File: src/rtl/pmu_bank_arbiter.sv
// Round-robin arbiter sharing one PMU counter-bank port (read/write level handshake) among N_REQ requesters.
// Latency: grant 1 cycle after request in IDLE; response 1 cycle after synchronised bank valid (or timeout).
// Backpressure: one bank transaction in flight; other requesters hold req_valid until their req_ready pulse.
module pmu_bank_arbiter #(
   parameter int N_REQ   = 3,
   parameter int ADDR_W  = 8,
   parameter int DATA_W  = 64,
   parameter int TIMEOUT = 255
) (
   input  logic                      S_AXI_ACLK,
   input  logic                      S_AXI_ARESETN,
   input  logic [N_REQ-1:0]          req_valid,
   input  logic [N_REQ-1:0]          req_write,
   input  logic [N_REQ*ADDR_W-1:0]   req_addr,
   input  logic [N_REQ*DATA_W-1:0]   req_wdata,
   output logic [N_REQ-1:0]          req_ready,
   output logic [N_REQ-1:0]          rsp_valid,
   output logic [DATA_W-1:0]         rsp_rdata,
   output logic                      rsp_error,
   output logic                      bank_read_enable,
   output logic [ADDR_W-1:0]         bank_read_address,
   input  logic                      bank_read_valid,
   input  logic [DATA_W-1:0]         bank_read_data,
   output logic                      bank_write_enable,
   output logic [ADDR_W-1:0]         bank_write_address,
   output logic [DATA_W-1:0]         bank_write_data,
   input  logic                      bank_write_valid
);

   localparam int IDX_W = (N_REQ > 1) ? $clog2(N_REQ) : 1;
   localparam int CNT_W = (TIMEOUT > 0) ? $clog2(TIMEOUT + 1) : 1;
   localparam logic [CNT_W-1:0] CNT_MAX = CNT_W'(TIMEOUT);
   localparam bit TO_EN = (TIMEOUT > 0);

   typedef enum logic [1:0] {
      IDLE    = 2'd0,
      ISSUE   = 2'd1,
      RELEASE = 2'd2
   } state_t;

   state_t             state;
   logic [IDX_W-1:0]   rr_ptr;
   logic [IDX_W-1:0]   cur_idx;
   logic               cur_write;
   logic [CNT_W-1:0]   cnt;

   logic               rd_s1, rd_s2;
   logic               wr_s1, wr_s2;
   logic               sync_vld;
   logic               timed_out;

   logic               pick_vld;
   logic [IDX_W-1:0]   pick_idx;
   logic [ADDR_W-1:0]  pick_addr;
   logic [DATA_W-1:0]  pick_wdata;
   logic [IDX_W-1:0]   rr_next;
   int                 cand;

   // Two-flop synchronisers for the bank acknowledge levels.
   always_ff @(posedge S_AXI_ACLK or negedge S_AXI_ARESETN) begin
      if (!S_AXI_ARESETN) begin
         rd_s1 <= 1'b0;
         rd_s2 <= 1'b0;
         wr_s1 <= 1'b0;
         wr_s2 <= 1'b0;
      end else begin
         rd_s1 <= bank_read_valid;
         rd_s2 <= rd_s1;
         wr_s1 <= bank_write_valid;
         wr_s2 <= wr_s1;
      end
   end

   // Only the ack belonging to the transaction in flight matters.
   assign sync_vld  = cur_write ? wr_s2 : rd_s2;
   assign timed_out = TO_EN && (cnt == CNT_MAX);
   assign rr_next   = (cur_idx == IDX_W'(N_REQ - 1)) ? '0 : cur_idx + IDX_W'(1);

   // Round-robin search: first pending requester at or after rr_ptr, wrapping.
   always_comb begin
      pick_vld = 1'b0;
      pick_idx = '0;
      cand     = 0;
      for (int k = 0; k < N_REQ; k++) begin
         cand = (int'(rr_ptr) + k) % N_REQ;
         if (!pick_vld && req_valid[cand]) begin
            pick_vld = 1'b1;
            pick_idx = IDX_W'(cand);
         end
      end
   end

   assign pick_addr  = req_addr[pick_idx*ADDR_W +: ADDR_W];
   assign pick_wdata = req_wdata[pick_idx*DATA_W +: DATA_W];

   // Transaction FSM with all handshake and response outputs registered.
   always_ff @(posedge S_AXI_ACLK or negedge S_AXI_ARESETN) begin
      if (!S_AXI_ARESETN) begin
         state              <= IDLE;
         rr_ptr             <= '0;
         cur_idx            <= '0;
         cur_write          <= 1'b0;
         cnt                <= '0;
         req_ready          <= '0;
         rsp_valid          <= '0;
         rsp_rdata          <= '0;
         rsp_error          <= 1'b0;
         bank_read_enable   <= 1'b0;
         bank_read_address  <= '0;
         bank_write_enable  <= 1'b0;
         bank_write_address <= '0;
         bank_write_data    <= '0;
      end else begin
         req_ready <= '0;
         rsp_valid <= '0;
         case (state)
            IDLE: begin
               if (pick_vld) begin
                  req_ready[pick_idx] <= 1'b1;
                  cur_idx             <= pick_idx;
                  cur_write           <= req_write[pick_idx];
                  cnt                 <= '0;
                  if (req_write[pick_idx]) begin
                     bank_write_enable  <= 1'b1;
                     bank_write_address <= pick_addr;
                     bank_write_data    <= pick_wdata;
                  end else begin
                     bank_read_enable  <= 1'b1;
                     bank_read_address <= pick_addr;
                  end
                  state <= ISSUE;
               end
            end
            ISSUE: begin
               if (sync_vld || timed_out) begin
                  // A real ack wins over a simultaneous expiry.
                  bank_read_enable   <= 1'b0;
                  bank_write_enable  <= 1'b0;
                  rsp_valid[cur_idx] <= 1'b1;
                  rsp_error          <= !sync_vld;
                  rsp_rdata          <= (sync_vld && !cur_write) ? bank_read_data : '0;
                  cnt                <= '0;
                  state              <= RELEASE;
               end else if (cnt != CNT_MAX) begin
                  cnt <= cnt + CNT_W'(1);
               end
            end
            RELEASE: begin
               // Wait for the bank to drop its ack; a stuck ack is abandoned on expiry.
               if (!sync_vld || timed_out) begin
                  rr_ptr <= rr_next;
                  state  <= IDLE;
               end else if (cnt != CNT_MAX) begin
                  cnt <= cnt + CNT_W'(1);
               end
            end
            default: state <= IDLE;
         endcase
      end
   end

endmodule

File: config.mk
export PLATFORM = sky130hd
export DESIGN_NAME = pmu_bank_arbiter
export DESIGN_NICKNAME = d
export VERILOG_FILES = /design/src/rtl/pmu_bank_arbiter.sv
export SDC_FILE = /design/constraint.sdc
export NUM_CORES = 1
export LEC_CHECK = 0
export CAP_MARGIN = 20
export CORE_AREA = 5 5 170 172
export CTS_CLUSTER_SIZE = 28
export DETAILED_ROUTE_END_ITERATION = 10
export DIE_AREA = 0 0 175 177
export GPL_TIMING_DRIVEN = 0
export PLACE_DENSITY = 0.64
export RECOVER_POWER = 50
export SYNTH_ARGS = -nofsm -noshare
export SYNTH_HDL_FRONTEND = slang
export SYNTH_SLANG_ARGS = --single-unit
File: constraint.sdc
create_clock -name S_AXI_ACLK -period 3.7 [get_ports S_AXI_ACLK]
set_input_delay 0.555 -clock S_AXI_ACLK [delete_from_list [all_inputs] [get_ports S_AXI_ACLK]]
set_output_delay 0.555 -clock S_AXI_ACLK [all_outputs]
set_load 0.005 [all_outputs]
==> flow_summary.toml, run 1 <==
[run_status]
status = "complete, but fails checks"
failed_checks = "max-capacitance violations, max-slew violations"

[detailed_routing]
drt-wirelength-per-cell_um = 19.9
first_pass_iters = 4
final_antenna_net_count = 0
drc = 0
vias = 7932
routed_wl_mm = 33.3
dr.first_iter.drc_count = 328
via_per_inst = 4.73

[power]
p_per_area_nw_per_um2 = 811
combinationalPowerShare = 0.560
intPower_mw = 6.77
power_frac_seq = 0.278
leakage_nw = 6.06
max-vdd-ir-drop_mv = 0.343
power.switching_mw = 4.57
clkPwrFrac = 0.162
switching_share = 0.403

[yosys]
syn_avg_cell_area_sq_um = 9.93
synthTopCellsByArea = "dfrtp_1 51%, mux2_1 11%, nand2_1 9.7%"
synth_cell_types = 43
synth_edf_count = 0
synth.top_cell.area_share = 0.507
async_reset_ff_frac = 1.00
synth.net_count = 1153
ys_ff_latch = 172
ys_dominant_reg_cell = "dfrtp_1"
ys_seq_area_frac = 0.507
syn_area_sq_um = 8480
ys_warn_count = 0
synth_area_leader_cell = "dfrtp_1"
synth_cells = 854

[worst_setup_path]
cp-start-kind = "register"
critPathCaptureType = "register"
cp.arrival_ns = 3.68
ff2ff_setup_slack_ns = 0.39
crit_start = "rr_ptr[0]$_DFFE_PN0P_"
r2r_start = "rr_ptr[0]$_DFFE_PN0P_"
r2r-end = "bank_write_data[33]$_DFFE_PN0P_"
cp-endpoint = "bank_write_data[33]$_DFFE_PN0P_"
crit_required_ns = 4.07
ff2ff_path_depth = 12
path_class = "register to register"
crit_fanout = 10

[clock_tree]
cts_tree = "built"
cts_setup_buffers = 0
clockBufferDepth = 2
clockRootBuffer = "clkbuf_16"
cts-buffers-inserted = 17
cts_sinks = 172
clkLatencyLatePin_ns = 0.43
cts_hold_buf = 0
htree_levels = 4
clk_pin_slew_ns = 0.07

[floorplanning]
io_pins = 443
die_h_um = 177
core_region_area_sq_um = 27300
die-area_sq_um = 31000
rows = 61
die_x_um = 175
start_util = 0.310

[global_routing]
grt_pass1_wl_mm = 49.5
overflow = 0
grt_max_degree = 116
antenna_found_initial = 1
grt_pass1_vias = 8356
grt_usage = 0.209

[placement]
gp_congestion = 0.840
port_buffers = 442
hpwl_mm = 26.4
pre_cts_ws_ns = -0.221

[sta]
fmax_mhz = 302
hold_ws_ns = 0.353
worst_slew_pin_slew_ns = 2.87
grt_setup_unrepaired = "false"
post-route-period-util = 0.895
finalWorstSetupSlack_ns = 0.390
setup_tns_ns = 0
finalMaxSlewViolations = 58
finalHoldViolations = 0
clock_skew_ns = 0.0185
setup_viol_count_final = 0
finalCriticalPeriod_ns = 3.31
timing.slew.headroom = -0.912

[final_layout]
final_common_cell = "clkdlybuf4s50_1"
mostFrequentLayoutCells = "367 x clkdlybuf4s50_1, 220 x nand2_1, 172 x dfrtp_1"
drive_gt1_frac = 0.0421
synthToLayoutAreaGrowth_pct = 64.9
finalNetCount = 1615
fillCellCount = 2554

[flow_run]
maxCapViolations = 1

[worst_hold_path]
hold_class = "register to register"
## state kept, by name, summed over array words and instances (netlist names)
register and cells:
rd_s2 1, wr_s2 1, rsp_rdata 64, rd_s1 1
rsp_valid 3, bank_write_enable 1, req_ready 3, wr_s1 1
rsp_error 1, cnt 8, bank_read_address 8, bank_write_address 8
bank_read_enable 1, rr_ptr 2, state 2, cur_idx 2
cur_write 1, bank_write_data 64
## Yosys cell counts (2+ instances only)
library cell and instances:
a21o_1 2, a21oi_1 11, a31oi_1 2, and2_1 2, and3_1 2, buf_2 13, buf_6 7, clkbuf_1 38
dfrtp_1 172, ha_1 9, inv_1 7, mux2_1 80, mux2i_1 80, nand2_1 220, nand2b_1 3, nand3_1 70
nor2_1 12, nor2b_1 2, nor3_1 3, o2111ai_1 2, o211ai_1 2, o21a_1 4, o21ai_0 82, o21ai_1 10
## worst min-delay path by stage
stage | start | end | slack [ns] | cells past startpoint
2_1_floorplan | S_AXI_ARESETN | bank_read_address[0]$_DFFE_PN0P_ | 0.26 | 0
3_3_place_gp | rd_s1$_DFF_PN0_ | rd_s2$_DFF_PN0_ | 0.33 | 0
3_5_place_dp | rd_s1$_DFF_PN0_ | rd_s2$_DFF_PN0_ | 0.34 | 0
4_1_cts | S_AXI_ARESETN | bank_write_data[12]$_DFFE_PN0P_ | 0.05 | 1
5_1_grt | rd_s1$_DFF_PN0_ | rd_s2$_DFF_PN0_ | 0.37 | 0
6_report | rd_s1$_DFF_PN0_ | rd_s2$_DFF_PN0_ | 0.35 | 0
## cell type report
type / count / area [sq um] / area share
timing repair buffer: 443 / 4450 / 0.318
inverter: 7 / 26.3 / 0.00188
antenna: 1 / 2.50 / 0.000179
multi-input combinational: 615 / 3850 / 0.276
sequential: 172 / 4300 / 0.308
clock inverter: 14 / 175 / 0.0125
clock buffer: 18 / 439 / 0.0314
buffer: 60 / 299 / 0.0214
tap: 346 / 433 / 0.0310
## through the flow
stage	power [mW]	area [sq um]	util	cells
2_1_floorplan	6.50	8480	-	854
3_3_place_gp	9.71	13300	0.488	1642
3_5_place_dp	9.82	13400	0.489	1643
4_1_cts	11.7	14000	0.512	1675
5_1_grt	12.2	14000	0.512	1676
6_report	11.3	14000	0.512	1676
## repair_timing
action,4_1_cts,5_1_grt
endpoints found under the setup margin,0,6
resized for setup,0,2
hold endpoints to repair,0,0
## kinds of logic after synthesis
kind of cell / share of synthesized area
simple gates: 0.159
flops: 0.507
compound gates: 0.0814
fa+ha+maj: 0.0133
buf+inv: 0.0382
mux: 0.201
## power groups by stage
stage / Clock (mW) / Sequential (mW) / Combinational [mW]
after detailed placement: 0 / 3.20 / 6.61
after global routing: 1.97 / 3.26 / 6.96
after CTS: 1.89 / 3.17 / 6.64
after floorplan: 0 / 3.23 / 3.27
after global placement: 0 / 3.17 / 6.54
final: 1.84 / 3.15 / 6.35
## per-layer routing
| layer | vias to the layer above | global-route usage | wire length (um) |
|---|---|---|---|
| met1 | 3719 | 0.234 | 12300 |
| met3 | 38 | 0.0763 | 3120 |
| met2 | 315 | 0.373 | 17100 |
| met4 | 0 | 0.0628 | 744 |
| li1 | 3860 | - | - |
| met5 | - | 0 | 0 |
## worst max-delay path, cell delays in order, from the launching register on
cell	delay, ns
dfrtp_1	0.37
inv_1	0.08
ha_1	0.28
buf_2	0.18
mux2i_1	0.35
o21ai_1	0.13
nand2_1	0.29
buf_2	0.37
buf_2	0.36
clkbuf_1	0.39
nand2_1	0.09
o21ai_0	0.15
mux2_1	0.18
No activity file was read; power rests on OpenSTA's default activity.
==> run 2: changes to the inputs <==
--- a/config.mk
+++ b/config.mk
@@ -5,11 +5,12 @@
 export SDC_FILE = /design/constraint.sdc
 export NUM_CORES = 1
 export LEC_CHECK = 0
+export ABC_AREA = 1
 export CAP_MARGIN = 20
-export CORE_AREA = 5 5 170 172
+export CORE_AREA = 5 5 171 173
 export CTS_CLUSTER_SIZE = 28
 export DETAILED_ROUTE_END_ITERATION = 10
-export DIE_AREA = 0 0 175 177
+export DIE_AREA = 0 0 176 178
 export GPL_TIMING_DRIVEN = 0
 export PLACE_DENSITY = 0.64
 export RECOVER_POWER = 50
==> run 2 against run 1 <==
Compared with the run above: the flow still finishes with violations (max-capacitance violations, max-slew violations); combinational power up 37%; register-to-register slack better by 0.22 ns; sequential cell count unchanged; synthesized cell count up 34%; clock skew up 0.00076 ns; utilization up 0.66 points; setup slack better by 0.22 ns; total power up 21%; sequential share of layout area down 0.56 points; cell count up 17%; largest power group unchanged; highest routed layer is now met5.
==> flow_summary.toml, run 2 <==
[run_status]
status = "complete, but fails checks"
failed_checks = "max-capacitance violations, max-slew violations"

[yosys]
synth.net_count = 1444
yosysMostFrequentCell = "nand2_1"
async_reset_ff_frac = 1.00
synthTopCellsByArea = "dfrtp_1 49%, nand2_1 18%, nand3_1 8.6%"
synth.top_cell.area_share = 0.493
ys_seq_area_frac = 0.493
ys_ff_latch = 172
syn_area_sq_um = 8730
synth_area_leader_cell = "dfrtp_1"
ys_dominant_reg_cell = "dfrtp_1"
synth_cells = 1145
syn_avg_cell_area_sq_um = 7.62
synth_cell_types = 34
synth_common_cells = "412 x nand2_1, 172 x dfrtp_1, 150 x nand3_1"
ys_warn_count = 0
synth_edf_count = 0

[worst_setup_path]
critPathMostFrequentCell = "nand2_1"
crit_fanout = 10
r2r_start = "rr_ptr[0]$_DFFE_PN0P_"
crit_required_ns = 4.05
worstSetupPathDepth = 16
path_class = "register to register"
ff2ff_path_depth = 16
critPathCaptureType = "register"
worst-path-buf-inv = 5
ff2ff_setup_slack_ns = 0.61
r2r-end = "bank_write_address[3]$_DFFE_PN0P_"
max_stage_delay_ns = 0.48
crit_family = "buffers and inverters"
cp.arrival_ns = 3.44
crit_chain = "inv_1 -> ha_1 -> inv_2 -> nand2_1 -> nand3_1 -> nand2_1 -> nand2_1 -> inv_2 -> nand3_1 -> nand2_1 -> buf_2 -> clkbuf_2 -> o21ai_0 -> o21ai_0 -> nand3_1 -> nand2_1"
cp-start-kind = "register"
cp_slowest_cell = "o21ai_0"

[power]
leakage_nw = 6.63
power_frac_seq = 0.231
intPower_mw = 7.10
power.switching_mw = 6.66
combinationalPowerShare = 0.631
switching_share = 0.484
clkPwrFrac = 0.138
max-vdd-ir-drop_mv = 0.438
power_mw = 13.8
p_per_area_nw_per_um2 = 966

[sta]
grt_setup_unrepaired = "false"
timing.slew.headroom = -0.643
post-route-period-util = 0.835
setup_tns_ns = 0
finalWorstSetupSlack_ns = 0.609
clock_skew_ns = 0.0193
setup_viol_count_final = 0
fmax_mhz = 324
worst_slew_pin_slew_ns = 2.46
finalHoldViolations = 0
finalCriticalPeriod_ns = 3.09
finalMaxSlewViolations = 91

[final_layout]
synthToLayoutAreaGrowth_pct = 63.2
reg_top3 = "bank_write_data x64, rsp_rdata x64"
final_area_sq_um = 14200
multi_input_area_sq_um = 3890
drive_gt1_frac = 0.0512
mostFrequentLayoutCells = "412 x nand2_1, 369 x clkdlybuf4s50_1, 172 x dfrtp_1"
fillCellCount = 2664
finalNetCount = 1906
final_common_cell = "nand2_1"
layout.core_utilization = 0.518
regArea_sq_um = 4300

[clock_tree]
cts_hold_buf = 0
cts-buffers-inserted = 17
htree_levels = 4
clkLatencyLatePin_ns = 0.42
cts_setup_buffers = 0
clockBufferDepth = 2
cts_tree = "built"
clockRootBuffer = "clkbuf_16"
cts_sinks = 172
cts.repair.resized = 0
clk_pin_slew_ns = 0.08

[floorplanning]
die_x_um = 176
rows = 61
start_util = 0.318
die_h_um = 178
die-area_sq_um = 31300
io_pins = 443
core_region_area_sq_um = 27500

[worst_hold_path]
min_to = "wr_s2$_DFF_PN0_"
hold_class = "register to register"
min_from = "wr_s1$_DFF_PN0_"
whs_path_depth = 0

[detailed_routing]
drt-wirelength-per-cell_um = 19.6
routed_wl_mm = 38.6
via_per_inst = 5.01
drc = 0
dr.first_iter.drc_count = 649
first_pass_iters = 5
final_antenna_net_count = 0
vias = 9861

[placement]
hpwl_mm = 30.2
pre_cts_ws_ns = 0.407
place_area_sq_um = 13600
port_buffers = 442
gp_congestion = 0.985

[global_routing]
overflow = 0
grt_pass1_wl_mm = 57.5
grt_max_degree = 92
grt_usage = 0.236
grt_pass1_vias = 9918
antenna_found_initial = 2

[flow_run]
maxCapViolations = 1
-- run 2: cell count changes after synthesis, moves of 40 or more --
cell     delta
a21oi_1    +64
mux2_1     -80
nand3_1    +80
nand2_1   +192
mux2i_1    -80
o21ai_1    +40
-- run 2: layout make-up --
cell class              instances  area share
repair buffers                443       0.312
flip-flops and latches        172       0.302
multi-input cells             854       0.273
well taps                     346      0.0304
clock buffers                  17      0.0299
plain buffers                  83      0.0284
clock inverters                15      0.0144
inverters                      36     0.00949
diodes                          2    0.000351
-- run 2: how the worst max path moves through the flow --
stage / from / to / slack (ns)
after floorplan: rr_ptr[0]$_DFFE_PN0P_ / cur_write$_DFFE_PN0P_ / 1.47
after global placement: S_AXI_ARESETN / rsp_rdata[19]$_DFFE_PN0P_ / -5.48
after detailed placement: req_valid[2] / bank_write_address[3]$_DFFE_PN0P_ / 0.41
after CTS: rr_ptr[0]$_DFFE_PN0P_ / bank_write_address[3]$_DFFE_PN0P_ / 0.64
after global routing: rr_ptr[0]$_DFFE_PN0P_ / bank_write_address[3]$_DFFE_PN0P_ / 0.36
final: rr_ptr[0]$_DFFE_PN0P_ / bank_write_address[3]$_DFFE_PN0P_ / 0.61
-- run 2: through the flow --
stage                     hold WS [ns]  instances
after detailed placement         0.336       1934
after global placement           0.337       1933
after floorplan                  0.259       1145
final                            0.357       1968
after CTS                        0.134       1966
after global routing             0.377       1966
-- run 2: layer usage --
metal  vias to the layer above  share of wire  track usage
met2                       402           0.49        0.408
met4                         4          0.026       0.0757
met1                      4690           0.39        0.275
met5                         -        0.00067            0
met3                        46          0.098       0.0848
li1                       4719              -            -
-- run 2: power groups by stage --
stage / Clock, mW / Sequential (mW) / Combinational (mW)
after floorplan: 0 / 3.23 / 4.75
after global routing: 2.02 / 3.27 / 9.58
after detailed placement: 0 / 3.20 / 8.80
after CTS: 1.94 / 3.19 / 8.84
final: 1.89 / 3.18 / 8.69
after global placement: 0 / 3.19 / 8.73
-- run 2: logic make-up (layout without fill, tap and decap cells) --
| family | after synthesis | count (layout) | synth area share |
|---|---|---|---|
| DFF | 172 | 172 | 0.493 |
| buffers and inverters | 119 | 594 | 0.0618 |
| and+or+nand+nor | 594 | 594 | 0.285 |
| xor gates and xnor gates | 2 | 2 | 0.00201 |
| AOI/OAI and AO/OA | 249 | 249 | 0.145 |
| other | 0 | 2 | 0 |
| adders and majority gates | 9 | 9 | 0.0129 |
==> run 3: changes to the inputs <==
--- a/config.mk
+++ b/config.mk
@@ -7,12 +7,12 @@
 export LEC_CHECK = 0
 export ABC_AREA = 1
 export CAP_MARGIN = 20
-export CORE_AREA = 5 5 171 173
+export CORE_AREA = 5 5 169 171
 export CTS_CLUSTER_SIZE = 28
 export DETAILED_ROUTE_END_ITERATION = 10
-export DIE_AREA = 0 0 176 178
+export DIE_AREA = 0 0 174 176
 export GPL_TIMING_DRIVEN = 0
-export PLACE_DENSITY = 0.64
+export PLACE_DENSITY = 0.68
 export RECOVER_POWER = 50
 export SYNTH_ARGS = -nofsm -noshare
 export SYNTH_HDL_FRONTEND = slang
==> constraint.sdc (replaced) <==
create_clock -name S_AXI_ACLK -period 2.48 [get_ports S_AXI_ACLK]
set_input_delay 0.372 -clock S_AXI_ACLK [delete_from_list [all_inputs] [get_ports S_AXI_ACLK]]
set_output_delay 0.372 -clock S_AXI_ACLK [all_outputs]
set_load 0.005 [all_outputs]
==> run 3 against run 2 <==
Compared with the run above: the run ends with negative setup slack left; critical path type unchanged; non-clock buffer count up 29; total power up 75%; count of clock-buffer cells in the layout unchanged; die area down 2.2%; sequential cell count unchanged; combinational power up 90%; utilization up 5.6 points; setup slack worse by 0.61 ns; clock power up 42%.
==> flow_summary.toml, run 3 (synthesis results as in run 2) <==
[placement]
numPlacedInstances = 1929
hpwl_mm = 29.5
port_buffers = 442
gp_congestion = 0.901
place_area_sq_um = 13600

[floorplanning]
core_region_area_sq_um = 26700
rows = 60
die_x_um = 174
start_util = 0.327
die-area_sq_um = 30600
die_h_um = 176
io_pins = 443

[detailed_routing]
routed_wl_mm = 39.9
top_layer_used = "met5"
final_antenna_net_count = 0
met2_length_mm = 19.9
drc = 0
dr.first_iter.drc_count = 785
first_pass_iters = 6
wl_met1_mm = 14.9
drt-wirelength-per-cell_um = 20.0
via_per_inst = 5.10
vias = 10200
met3WireLength_mm = 4.04

[power]
leakage_nw = 7.03
max-vdd-ir-drop_mv = 0.593
p_per_area_nw_per_um2 = 1570

[sta]
fmax_mhz = 403
finalHoldViolations = 0
post-route-period-util = 1.00
worst_slew_pin_slew_ns = 1.26
finalMaxSlewViolations = 0
setup_viol_count_final = 3
clock_skew_ns = 0.0165
setup_tns_ns = -0.00705
finalCriticalPeriod_ns = 2.48
finalWorstSetupSlack_ns = -0.00391
grt_setup_unrepaired = "true"
timing.slew.headroom = 0.158

[final_layout]
synthToLayoutAreaGrowth_pct = 75.8
final_cells = 1995
mostFrequentLayoutCells = "410 x clkdlybuf4s50_1, 311 x nand2_1, 170 x dfrtp_1"
final_area_sq_um = 15300
layout.core_utilization = 0.574
finalNetCount = 1938
reg_top3 = "bank_write_data x64, rsp_rdata x64"
final_common_cell = "clkdlybuf4s50_1"
drive_gt1_frac = 0.166

[clock_tree]
cts_sinks = 172
cts-buffers-inserted = 17
clk_pin_slew_ns = 0.08
cts_tree = "built"
clockRootBuffer = "clkbuf_16"
htree_levels = 4
clkLatencyLatePin_ns = 0.44
clockBufferDepth = 2

[flow_run]
maxCapViolations = 0

[global_routing]
grt_usage = 0.241
antenna_found_initial = 3
grt_pass1_vias = 9989
overflow = 0
grt_max_degree = 90
grt_pass1_wl_mm = 57.6

[worst_setup_path]
crit_start = "rr_ptr[0]$_DFFE_PN0P_"
crit_required_ns = 2.81
ff2ff_setup_slack_ns = -0.004
path_class = "register to register"
cp.arrival_ns = 2.81
r2r_start = "rr_ptr[0]$_DFFE_PN0P_"
crit_fanout = 7
cp-start-kind = "register"
critPathCaptureType = "register"

[worst_hold_path]
min_from = "wr_s1$_DFF_PN0_"
hold_class = "register to register"

[run_status]
status = "complete, but fails checks"
failed_checks = "negative setup slack"
-- run 3: path summary, 6_finish.rpt --
path / end / cells past startpoint
max in group asynchronous: bank_write_data[9]$_DFFE_PN0P_ / 3
min in group asynchronous: rsp_rdata[36]$_DFFE_PN0P_ / 2
worst max-delay path: bank_write_data[35]$_DFFE_PN0P_ / 17
worst min-delay path: wr_s2$_DFF_PN0_ / 0
worst max register to register: bank_write_data[35]$_DFFE_PN0P_ / 17
worst min register to register: wr_s2$_DFF_PN0_ / 0
-- run 3: metrics by stage --
step,hold WS (ns),power [mW],setup slack (ns)
after floorplan,0.0764,11.9,0.248
after global placement,0.333,17.7,-6.46
after detailed placement,0.336,17.9,-0.570
after CTS,0.346,21.2,-0.0105
after global routing,0.381,25.8,-0.134
final,0.356,24.1,-0.00391
-- run 3: repair_timing --
item	in CTS	in global routing
hold endpoints to repair	78	0
cloned	0	11
endpoints found under the setup margin	87	96
resized for setup	58	248
hold buffers	1	0
buffers inserted	5	16
pin swaps	1	81
-- run 3: worst max-delay path: stages, from the launching register on --
cell and delay (ns):
dfrtp_2 0.42, inv_2 0.07, buf_4 0.13, ha_1 0.20, inv_1 0.06, nand3_1 0.09, nand2_2 0.14, nand3_2 0.14
nand3_2 0.12, nand2_1 0.09, nand2_1 0.08, nand3_2 0.11, nand2_4 0.13, buf_12 0.17, nand2_8 0.11, clkbuf_16 0.19
nand2_2 0.05, nand2_1 0.05
-- run 3: cell type report --
type                       count  area (sq um)
tap                          341           427
multi-input combinational    857          4400
clock buffer                  17           425
sequential                   172          4310
inverter                      36           150
antenna                        3          7.51
buffer                        82           636
clock inverter                14           151
fill                        2434         11400
timing repair buffer         473          4840
-- run 3: routing by layer --
layer	vias to the layer above	GRT usage
li1	4805	-
met2	481	0.426
met4	2	0.0673
met3	60	0.0889
met1	4827	0.275
met5	-	0
-- run 3: power by group --
group          internal [mW]  switching, mW  total [mW]
combinational           7.34           9.14        16.5
sequential              4.09          0.816        4.91
clock                   1.35           1.34        2.69
